File: config.mk
export PLATFORM = sky130hd
export DESIGN_NAME = dsp_mac_pipe_flat
export DESIGN_NICKNAME = d
export VERILOG_FILES = /design/src/rtl/dsp_mac_pipe_if.sv /design/src/rtl/dsp_mac_pipe.sv /design/src/flat_wrapper.sv
export SDC_FILE = /design/constraint.sdc
export NUM_CORES = 1
export LEC_CHECK = 0
export CORE_MARGIN = 1.5
export CORE_UTILIZATION = 42
export DETAILED_ROUTE_END_ITERATION = 8
export HOLD_SLACK_MARGIN = 0.15
export SLEW_MARGIN = 0
export SYNTH_ARGS = -nofsm -noshare
export SYNTH_HDL_FRONTEND = slang
export SYNTH_SLANG_ARGS = --single-unit
File: constraint.sdc
create_clock -name CLK -period 11.06 [get_ports CLK]
set_input_delay 1.659 -clock CLK [delete_from_list [all_inputs] [get_ports CLK]]
set_output_delay 1.659 -clock CLK [all_outputs]
set_load 0.005 [all_outputs]
File: src/rtl/dsp_mac_pipe_if.sv
// Operand/result bundle for the dsp_mac_pipe MAC stage.
// The driver of operands uses the master modport; the MAC itself uses slave.
interface dsp_mac_pipe_if #(
  parameter int AW = 18,
  parameter int BW = 18,
  parameter int PW = 48
);
  // Operand side
  logic                CE;
  logic                IN_VALID;
  logic [AW-1:0]       A;
  logic [BW-1:0]       B;
  logic [BW-1:0]       D;
  logic [PW-1:0]       C;
  logic [PW-1:0]       PCIN;
  logic                CARRYIN;
  logic [4:0]          MODE;

  // Result side
  logic                OUT_VALID;
  logic [PW-1:0]       P;
  logic [PW-1:0]       PCOUT;
  logic [AW+BW-1:0]    M;
  logic [BW-1:0]       BCOUT;
  logic                CARRYOUT;
  logic                OVF;

  modport master (
    output CE, IN_VALID, A, B, D, C, PCIN, CARRYIN, MODE,
    input  OUT_VALID, P, PCOUT, M, BCOUT, CARRYOUT, OVF
  );

  modport slave (
    input  CE, IN_VALID, A, B, D, C, PCIN, CARRYIN, MODE,
    output OUT_VALID, P, PCOUT, M, BCOUT, CARRYOUT, OVF
  );
endinterface

File: src/rtl/dsp_mac_pipe.sv
// Pipelined pre-adder -> multiplier -> post-adder/accumulator MAC stage.
// The operation's MODE, CARRYIN, C and valid bit travel with the operands so
// every stage sees the controls of the operation it is processing. P only
// moves on valid results, so idle cycles never disturb an accumulation.
module dsp_mac_pipe #(
  parameter int AW        = 18,
  parameter int BW        = 18,
  parameter int PW        = 48,
  parameter int IN_STAGES = 2,
  parameter int MREG      = 1,
  parameter int SAT       = 0
) (
  input  logic           CLK,
  input  logic           RST,
  dsp_mac_pipe_if.slave  bus
);

  localparam bit SAT_EN = (SAT != 0);

  // MODE field positions
  localparam int MD_PRE_EN  = 0;
  localparam int MD_PRE_SUB = 1;
  localparam int MD_POST_SUB = 4;

  // Z multiplexer encodings (MODE[3:2])
  localparam logic [1:0] Z_ZERO = 2'b00;
  localparam logic [1:0] Z_C    = 2'b01;
  localparam logic [1:0] Z_PCIN = 2'b10;
  localparam logic [1:0] Z_P    = 2'b11;

  // Everything an operation carries through the input stages.
  typedef struct packed {
    logic          valid;
    logic          cin;
    logic [4:0]    mode;
    logic [PW-1:0] c;
    logic [BW-1:0] d;
    logic [BW-1:0] b;
    logic [AW-1:0] a;
  } in_word_t;

  // Everything an operation carries from the multiplier to the post-adder.
  typedef struct packed {
    logic             valid;
    logic             cin;
    logic [4:0]       mode;
    logic [PW-1:0]    c;
    logic [AW+BW-1:0] m;
  } m_word_t;

  in_word_t          w_in_raw;
  in_word_t          w_in_stg;
  logic [BW-1:0]     w_x;
  logic [AW+BW-1:0]  w_m_raw;
  m_word_t           w_m_raw_word;
  m_word_t           w_m_stg;
  logic [PW-1:0]     w_z;
  logic [PW:0]       w_madd;
  logic [PW:0]       w_s;
  logic [PW-1:0]     w_p_next;
  logic              w_ovf_next;

  logic [PW-1:0]     r_p;
  logic              r_carryout;
  logic              r_ovf;
  logic              r_out_valid;

  assign w_in_raw = '{
    valid: bus.IN_VALID,
    cin:   bus.CARRYIN,
    mode:  bus.MODE,
    c:     bus.C,
    d:     bus.D,
    b:     bus.B,
    a:     bus.A
  };

  // ---------------------------------------------------------------------------
  // Input stages: 0, 1 or 2 register slices on the whole operation word.
  // ---------------------------------------------------------------------------
  generate
    if (IN_STAGES == 0) begin : g_in_comb
      assign w_in_stg = w_in_raw;
    end else begin : g_in_regs
      in_word_t r_stg [IN_STAGES];

      // Shift the operation word down the input slices on each enabled clock.
      always_ff @(posedge CLK) begin
        if (RST) begin
          // NOTE: the data slices are cleared too, not just the valid bits,
          // because a reset must leave every register of the slice at zero.
          for (int i = 0; i < IN_STAGES; i++) r_stg[i] <= '0;
        end else if (bus.CE) begin
          // NOTE: non-blocking assignments let every slice sample the value its
          // predecessor held before this edge, independent of statement order.
          r_stg[0] <= w_in_raw;
          for (int i = 1; i < IN_STAGES; i++) r_stg[i] <= r_stg[i-1];
        end
      end

      assign w_in_stg = r_stg[IN_STAGES-1];
    end
  endgenerate

  assign bus.BCOUT = w_in_stg.b;

  // ---------------------------------------------------------------------------
  // Pre-adder and multiplier.
  // ---------------------------------------------------------------------------

  // Select B, D+B or D-B as the multiplier's second operand (modulo 2^BW).
  always_comb begin
    // NOTE: the default assignment first keeps this block free of latches.
    w_x = w_in_stg.b;
    if (w_in_stg.mode[MD_PRE_EN]) begin
      if (w_in_stg.mode[MD_PRE_SUB]) w_x = w_in_stg.d - w_in_stg.b;
      else                           w_x = w_in_stg.d + w_in_stg.b;
    end
  end

  // Both operands are widened to the full product width so the result is exact.
  assign w_m_raw = {{BW{1'b0}}, w_in_stg.a} * {{AW{1'b0}}, w_x};

  assign w_m_raw_word = '{
    valid: w_in_stg.valid,
    cin:   w_in_stg.cin,
    mode:  w_in_stg.mode,
    c:     w_in_stg.c,
    m:     w_m_raw
  };

  generate
    if (MREG == 0) begin : g_m_comb
      assign w_m_stg = w_m_raw_word;
    end else begin : g_m_reg
      m_word_t r_m_stg;

      // Register the product together with the controls of its operation.
      always_ff @(posedge CLK) begin
        if (RST)         r_m_stg <= '0;
        else if (bus.CE) r_m_stg <= w_m_raw_word;
      end

      assign w_m_stg = r_m_stg;
    end
  endgenerate

  assign bus.M = w_m_stg.m;

  // ---------------------------------------------------------------------------
  // Post-adder, saturation and result register.
  // ---------------------------------------------------------------------------

  // Z source chosen by the operation now at the post-adder; PCIN is live.
  always_comb begin
    w_z = '0;
    case (w_m_stg.mode[3:2])
      Z_ZERO:  w_z = '0;
      Z_C:     w_z = w_m_stg.c;
      Z_PCIN:  w_z = bus.PCIN;
      Z_P:     w_z = r_p;
      default: w_z = '0;
    endcase
  end

  // M plus carry always fits in PW bits because PW >= AW+BW+1.
  assign w_madd = {{(PW+1-AW-BW){1'b0}}, w_m_stg.m} + {{PW{1'b0}}, w_m_stg.cin};

  // One extra bit holds the carry on add and the borrow on subtract.
  assign w_s = w_m_stg.mode[MD_POST_SUB] ? ({1'b0, w_z} - w_madd)
                                         : ({1'b0, w_z} + w_madd);

  // Clamp to the rail in the direction of the overflow when saturation is on.
  always_comb begin
    w_p_next   = w_s[PW-1:0];
    w_ovf_next = w_s[PW];
    if (SAT_EN && w_s[PW]) begin
      if (w_m_stg.mode[MD_POST_SUB]) w_p_next = '0;
      else                           w_p_next = '1;
    end
  end

  // Result registers advance only on a valid operation with the clock enabled.
  always_ff @(posedge CLK) begin
    if (RST) begin
      r_p         <= '0;
      r_carryout  <= 1'b0;
      r_ovf       <= 1'b0;
      r_out_valid <= 1'b0;
    end else if (bus.CE) begin
      r_out_valid <= w_m_stg.valid;
      if (w_m_stg.valid) begin
        r_p        <= w_p_next;
        r_carryout <= w_s[PW];
        r_ovf      <= w_ovf_next;
      end
    end
  end

  assign bus.P         = r_p;
  assign bus.PCOUT     = r_p;
  assign bus.CARRYOUT  = r_carryout;
  assign bus.OVF       = r_ovf;
  assign bus.OUT_VALID = r_out_valid;

endmodule

File: src/flat_wrapper.sv
// flat-port wrapper written by rule: the top's interface ports become plain ports
module dsp_mac_pipe_flat 
#(
  parameter int AW        = 18,
  parameter int BW        = 18,
  parameter int PW        = 48,
  parameter int IN_STAGES = 2,
  parameter int MREG      = 1,
  parameter int SAT       = 0
)
  (CLK, RST, bus_CE, bus_IN_VALID, bus_A, bus_B, bus_D, bus_C, bus_PCIN, bus_CARRYIN, bus_MODE, bus_OUT_VALID, bus_P, bus_PCOUT, bus_M, bus_BCOUT, bus_CARRYOUT, bus_OVF);
  dsp_mac_pipe_if #(.AW(AW), .BW(BW), .PW(PW)) bus_i ();
  input  logic CLK;
  input  logic RST;
  input wire logic [$bits(bus_i.CE)-1:0] bus_CE;
  input wire logic [$bits(bus_i.IN_VALID)-1:0] bus_IN_VALID;
  input wire logic [$bits(bus_i.A)-1:0] bus_A;
  input wire logic [$bits(bus_i.B)-1:0] bus_B;
  input wire logic [$bits(bus_i.D)-1:0] bus_D;
  input wire logic [$bits(bus_i.C)-1:0] bus_C;
  input wire logic [$bits(bus_i.PCIN)-1:0] bus_PCIN;
  input wire logic [$bits(bus_i.CARRYIN)-1:0] bus_CARRYIN;
  input wire logic [$bits(bus_i.MODE)-1:0] bus_MODE;
  output wire logic [$bits(bus_i.OUT_VALID)-1:0] bus_OUT_VALID;
  output wire logic [$bits(bus_i.P)-1:0] bus_P;
  output wire logic [$bits(bus_i.PCOUT)-1:0] bus_PCOUT;
  output wire logic [$bits(bus_i.M)-1:0] bus_M;
  output wire logic [$bits(bus_i.BCOUT)-1:0] bus_BCOUT;
  output wire logic [$bits(bus_i.CARRYOUT)-1:0] bus_CARRYOUT;
  output wire logic [$bits(bus_i.OVF)-1:0] bus_OVF;
  assign bus_i.CE = bus_CE;
  assign bus_i.IN_VALID = bus_IN_VALID;
  assign bus_i.A = bus_A;
  assign bus_i.B = bus_B;
  assign bus_i.D = bus_D;
  assign bus_i.C = bus_C;
  assign bus_i.PCIN = bus_PCIN;
  assign bus_i.CARRYIN = bus_CARRYIN;
  assign bus_i.MODE = bus_MODE;
  assign bus_OUT_VALID = bus_i.OUT_VALID;
  assign bus_P = bus_i.P;
  assign bus_PCOUT = bus_i.PCOUT;
  assign bus_M = bus_i.M;
  assign bus_BCOUT = bus_i.BCOUT;
  assign bus_CARRYOUT = bus_i.CARRYOUT;
  assign bus_OVF = bus_i.OVF;
  dsp_mac_pipe #(.AW(AW), .BW(BW), .PW(PW), .IN_STAGES(IN_STAGES), .MREG(MREG), .SAT(SAT)) u_core (.CLK(CLK), .RST(RST), .bus(bus_i));
endmodule
==> results.md <==
Status:
- The flow ran to the end, and the final reports show no timing, DRC or antenna violations.

Clock tree:
- The clock reaches the later pin of the worst-skew pair after slightly below 600 ps.
- The master cell of the clock root buffer is sky130_fd_sc_hd__clkbuf_16.
- The count of cells resized by post-cts repair is 0.
- Clock-pin slew was measured on the worst setup and hold paths at roughly 60 ps.
- Buffers inserted during clock tree synthesis total 42.
- The clock tree from TritonCTS is done.
- The number of clock sinks seen by CTS is roughly 360.
- Buffers added to address setup during post-CTS repair amount to 0.
- The number of hold buffers added after cts is 0.
- The H-tree generated during clock tree synthesis spans 2 levels.
- The maximum root-to-sink buffer count is 3.

Power and ir drop:
- The worst supply voltage drop on vdd is about 0.00013 V.
- The analysis attributes to cell leakage a power of 0.0157 µW.
- The relative contribution of sequential cells to total power is between 20 and 30%.
- The switching power is 2450 µW.
- The overall power consumption is 6040 µW.
- In this run switching power makes up 40.7% of total power.
- The share of total power dissipated in the clock network is 22.7%.
- The internal power contribution is about 3600 µW.
- The total power density per cell area is around 170 nW/µm².
- Combinational logic burns roughly half of the power.

Floorplanning:
- The core region area is between 70000 and 80000 µm².
- The die is approximately 280 µm wide.
- The initialized floorplan defines between 100 and 150 standard-cell rows.
- The floorplan step defined a die boundary enclosing about 78000 µm².
- The initial utilization of the core area, before any placement, comes to 42.4%.
- The number of placed I/O pins is approximately 310.
- The floorplan step set the die height to about 280 µm.

Route:
- The wire length after detailed routing is 87400 µm.
- The number of routed nets with antenna violations is 0.
- In this run, the number of DRC markers left after iteration 0 of detailed routing was roughly 1800.
- For this run, design rule violations remaining after detail routing come to 0.
- The vias per cell is between 5 and 6.
- Dividing the detail-routed wire length by the instance count gives 19.4 µm.
- Before antenna repair, the detailed router went through 5 iterations.
- The vias after detailed routing is 24000.

Placed design:
- The worst setup slack before clock tree synthesis is 1130 ps.
- The detailed placer's ending HPWL is 67400 µm.
- The final weighted congestion in routability-driven placement is approximately 0.9.
- The count of buffers added on input and output ports is around 310.

Timing:
- The final number of max-transition violations is 0.
- The total negative slack is 0 ps.
- Setup repair after global routing left no endpoint under its margin.
- Across the routed clock network, the largest skew measured is 26.8 ps.
- The final-report hold violation count was 0.
- Setup violations remaining at the end of the flow were counted as 0.
- At the pin with the least slew margin, the transition time is 1090 ps.
- Timing would allow up to 100 MHz.
- The worst setup slack after layout is 1080 ps.
- The relative max-transition margin is 27.3%.
- The final clock period utilization by the worst path is roughly nine tenths.
- The worst path needs around 10000 ps of the cycle, external delays included.

Synthesis:
- The post-synthesis register bit count is between 300 and 400.
- The mapped netlist covers ~32000 µm².
- For this run, the number of Yosys warnings is 0.
- The number of unique standard cell types used by synthesis is about 100.
- The fraction of synthesized cell area taken by the top area cell type is 20.4%.
- Each instance of the synthesized netlist takes up on average 9.40 µm².
- Ranked by total cell area, the synthesized netlist is headed by sky130_fd_sc_hd__edfxtp_1 (20%), sky130_fd_sc_hd__fa_1 (16%), sky130_fd_sc_hd__dfxtp_1 (8.7%), sky130_fd_sc_hd__ha_1 (7.0%), sky130_fd_sc_hd__and2_1 (6.2%).
- The cell count after synthesis came out at between 3000 and 4000.
- The number of nets handed over by synthesis was about 4000.
- In the synthesized netlist the async set-or-reset flop fraction comes to 0%.
- The fraction of the yosys area taken by sequential cells is between 20% and 30%.
- The predominant post-synthesis flop cell is sky130_fd_sc_hd__edfxtp_1.
- In this run, synthesis inferred about 220 flip-flops with an integrated enable.
- sky130_fd_sc_hd__edfxtp_1 takes more of the synthesized area than any other cell.

Finish:
- Of the cells placed in the final design, the portion with a size suffix greater than 1 is 5.93%.
- The number of nets in the layout is just over 4000.
- The area added between synthesis and finish is 13.8%.

Critical path:
- At the worst endpoint, the required time is roughly 12000 ps.
- Measured in cells, the most critical reg-to-reg path has a length of 30.
- The slowest cell on the critical path is sky130_fd_sc_hd__or4_4.
- The endpoint arrival time on the critical path is 10440 ps.
- The critical setup path kind is reg2reg.
- The nature of the critical path startpoint is a flip-flop.
- In this design, the stage delay of the slowest critical-path cell is about 620 ps.
- STA classifies the critical path endpoint as a flip-flop.
- The cell occurring most often along the worst timing path is sky130_fd_sc_hd__fa_1.
- Along the worst path, the maximum fanout reaches 18.

Global route:
- The first global-routing pass estimated 135000 µm of wire.
- For this run the aggregate overflow at the end of global routing stands at 0.
- Entering global routing, the biggest net connects 167 pins.
- In the global route stage, overall resource usage came out at between 20 and 25%.
- The initial antenna violation count was 9.
- The via count of the first global-routing pass was between 20000 and 25000.

Worst hold path:
- Along the worst hold path, the cell count comes to 2.
- The worst min-delay path category is reg2reg.

Flow run:
- The tool flagged a number of max-cap violations equal to 0.
power groups by stage:
stage | logic [µW] | registers (µW) | clock network (µW)
finish | 2980 | 1690 | 1370
global route | 3380 | 1710 | 1460
CTS | 3010 | 1690 | 1410
detailed placement | 2990 | 1720 | 0
global placement | 2980 | 1720 | 0
floorplan | 2320 | 1620 | 0
placed cells by master, fill, tap and decap left out, types with 49 or more instances in the layout:
master,count
sky130_fd_sc_hd__inv_1,348
sky130_fd_sc_hd__o21ai_0,79
sky130_fd_sc_hd__xor2_1,49
sky130_fd_sc_hd__nand2_1,308
sky130_fd_sc_hd__mux2i_1,73
sky130_fd_sc_hd__xnor2_1,88
sky130_fd_sc_hd__dfxtp_1,136
sky130_fd_sc_hd__clkdlybuf4s50_1,310
sky130_fd_sc_hd__fa_1,258
sky130_fd_sc_hd__mux2_2,54
sky130_fd_sc_hd__a21o_1,55
sky130_fd_sc_hd__nor2b_1,53
sky130_fd_sc_hd__and2_1,317
sky130_fd_sc_hd__a21oi_1,156
sky130_fd_sc_hd__a22o_1,50
sky130_fd_sc_hd__ha_1,179
sky130_fd_sc_hd__edfxtp_1,218
sky130_fd_sc_hd__nor2_1,184
worst max-delay path, delay by kind of cell (launching register included):
family / cells / cell delay [ps]
simple gates: 10 / 2890
xor+xnor: 1 / 160
fa+ha+maj: 8 / 3900
buf+inv: 3 / 160
flops: 1 / 480
compound gates: 8 / 2230
registers in the layout, indices dropped and copies added (netlist names):
register                count
u_core.g_in_regs.r_stg    218
u_core.bus.OUT_VALID        1
u_core.bus.P               48
u_core.bus.M               36
u_core.bus.OVF              1
u_core.g_m_reg.r_m_stg     53
area by class of cell:
| class | instances | area, µm² |
|---|---|---|
| diodes | 2 | 5.00 |
| clock buffers | 52 | 1120 |
| clock inverters | 24 | 239 |
| fillers | 7220 | 39200 |
| inverters | 349 | 1320 |
| multi-input cells | 2403 | 19900 |
| flip-flops and latches | 357 | 9330 |
| well taps | 978 | 1220 |
| repair buffers | 342 | 3360 |
through the flow:
stage               hold WS (ps)  instance area [µm²]  utilization [%]  std cells
floorplan                    456                32100                -       3412
global placement             460                35100             46.4       4429
detailed placement           470                35100             46.4       4429
CTS                          480                36500             48.2       4505
global route                 507                36500             48.2       4507
finish                       475                36500             48.2       4507
synthesized netlist by cell type (8+ instances only):
master and instances:
sky130_fd_sc_hd__nor2_1 184, sky130_fd_sc_hd__o21ai_1 14, sky130_fd_sc_hd__a31oi_1 20, sky130_fd_sc_hd__xnor2_1 88
sky130_fd_sc_hd__and3_1 27, sky130_fd_sc_hd__buf_1 42, sky130_fd_sc_hd__o211ai_1 12, sky130_fd_sc_hd__or3_1 15
sky130_fd_sc_hd__o21bai_1 8, sky130_fd_sc_hd__a22o_1 50, sky130_fd_sc_hd__a21o_1 55, sky130_fd_sc_hd__dfxtp_1 139
sky130_fd_sc_hd__inv_1 349, sky130_fd_sc_hd__buf_4 105, sky130_fd_sc_hd__edfxtp_1 218, sky130_fd_sc_hd__a21oi_1 156
sky130_fd_sc_hd__ha_1 179, sky130_fd_sc_hd__o21ai_0 79, sky130_fd_sc_hd__buf_2 13, sky130_fd_sc_hd__nand2b_1 33
sky130_fd_sc_hd__fa_1 258, sky130_fd_sc_hd__clkbuf_1 133, sky130_fd_sc_hd__o21a_1 30, sky130_fd_sc_hd__nor4_1 13
sky130_fd_sc_hd__nand3_1 48, sky130_fd_sc_hd__a32oi_1 13, sky130_fd_sc_hd__a21boi_0 14, sky130_fd_sc_hd__mux2_2 54
sky130_fd_sc_hd__and2_1 317, sky130_fd_sc_hd__xor2_1 49, sky130_fd_sc_hd__a211oi_1 27, sky130_fd_sc_hd__nand2_1 309
sky130_fd_sc_hd__nor2b_1 55, sky130_fd_sc_hd__mux2i_1 73, sky130_fd_sc_hd__nand4_1 26, sky130_fd_sc_hd__nor3_1 45
sky130_fd_sc_hd__a32o_1 9
per-layer routing:
| metal | global-route usage, % | share of wire (%) |
|---|---|---|
| met3 | 2.82 | 5.5 |
| met2 | 34.5 | 45 |
| met1 | 32.5 | 47 |
| met4 | 6.20 | 2.5 |
| met5 | 0 | 0 |
cell families (layout without fill, tap and decap cells):
logic type                 Yosys count  after routing  share of synthesized area [%]
AOI/OAI and AO/OA                  573            573                           12.2
xor gates and xnor gates           141            141                           3.94
adders and majority gates          437            437                           23.1
buffers and inverters              652            767                           9.09
DFF                                357            357                           29.1
muxes                              127            127                           4.17
other                                0              2                              0
and+or+nand+nor                   1125           1125                           18.4
final timing paths:
| kind | startpoint | to | slack, ps |
|---|---|---|---|
| setup / recovery | u_core.g_in_regs.r_stg[0][130]$_SDFFCE_PN0P_ | u_core.bus.M[34]$_SDFFE_PP0P_ | 1080 |
| hold / removal | u_core.g_in_regs.r_stg[0][204]$_SDFFCE_PN0P_ | u_core.g_m_reg.r_m_stg[77]$_SDFFE_PP0P_ | 480 |
| setup reg to reg | u_core.g_in_regs.r_stg[0][130]$_SDFFCE_PN0P_ | u_core.bus.M[34]$_SDFFE_PP0P_ | 1080 |
| hold reg to reg | u_core.g_in_regs.r_stg[0][204]$_SDFFCE_PN0P_ | u_core.g_m_reg.r_m_stg[77]$_SDFFE_PP0P_ | 480 |
No activity file was read; power rests on OpenSTA's default activity.
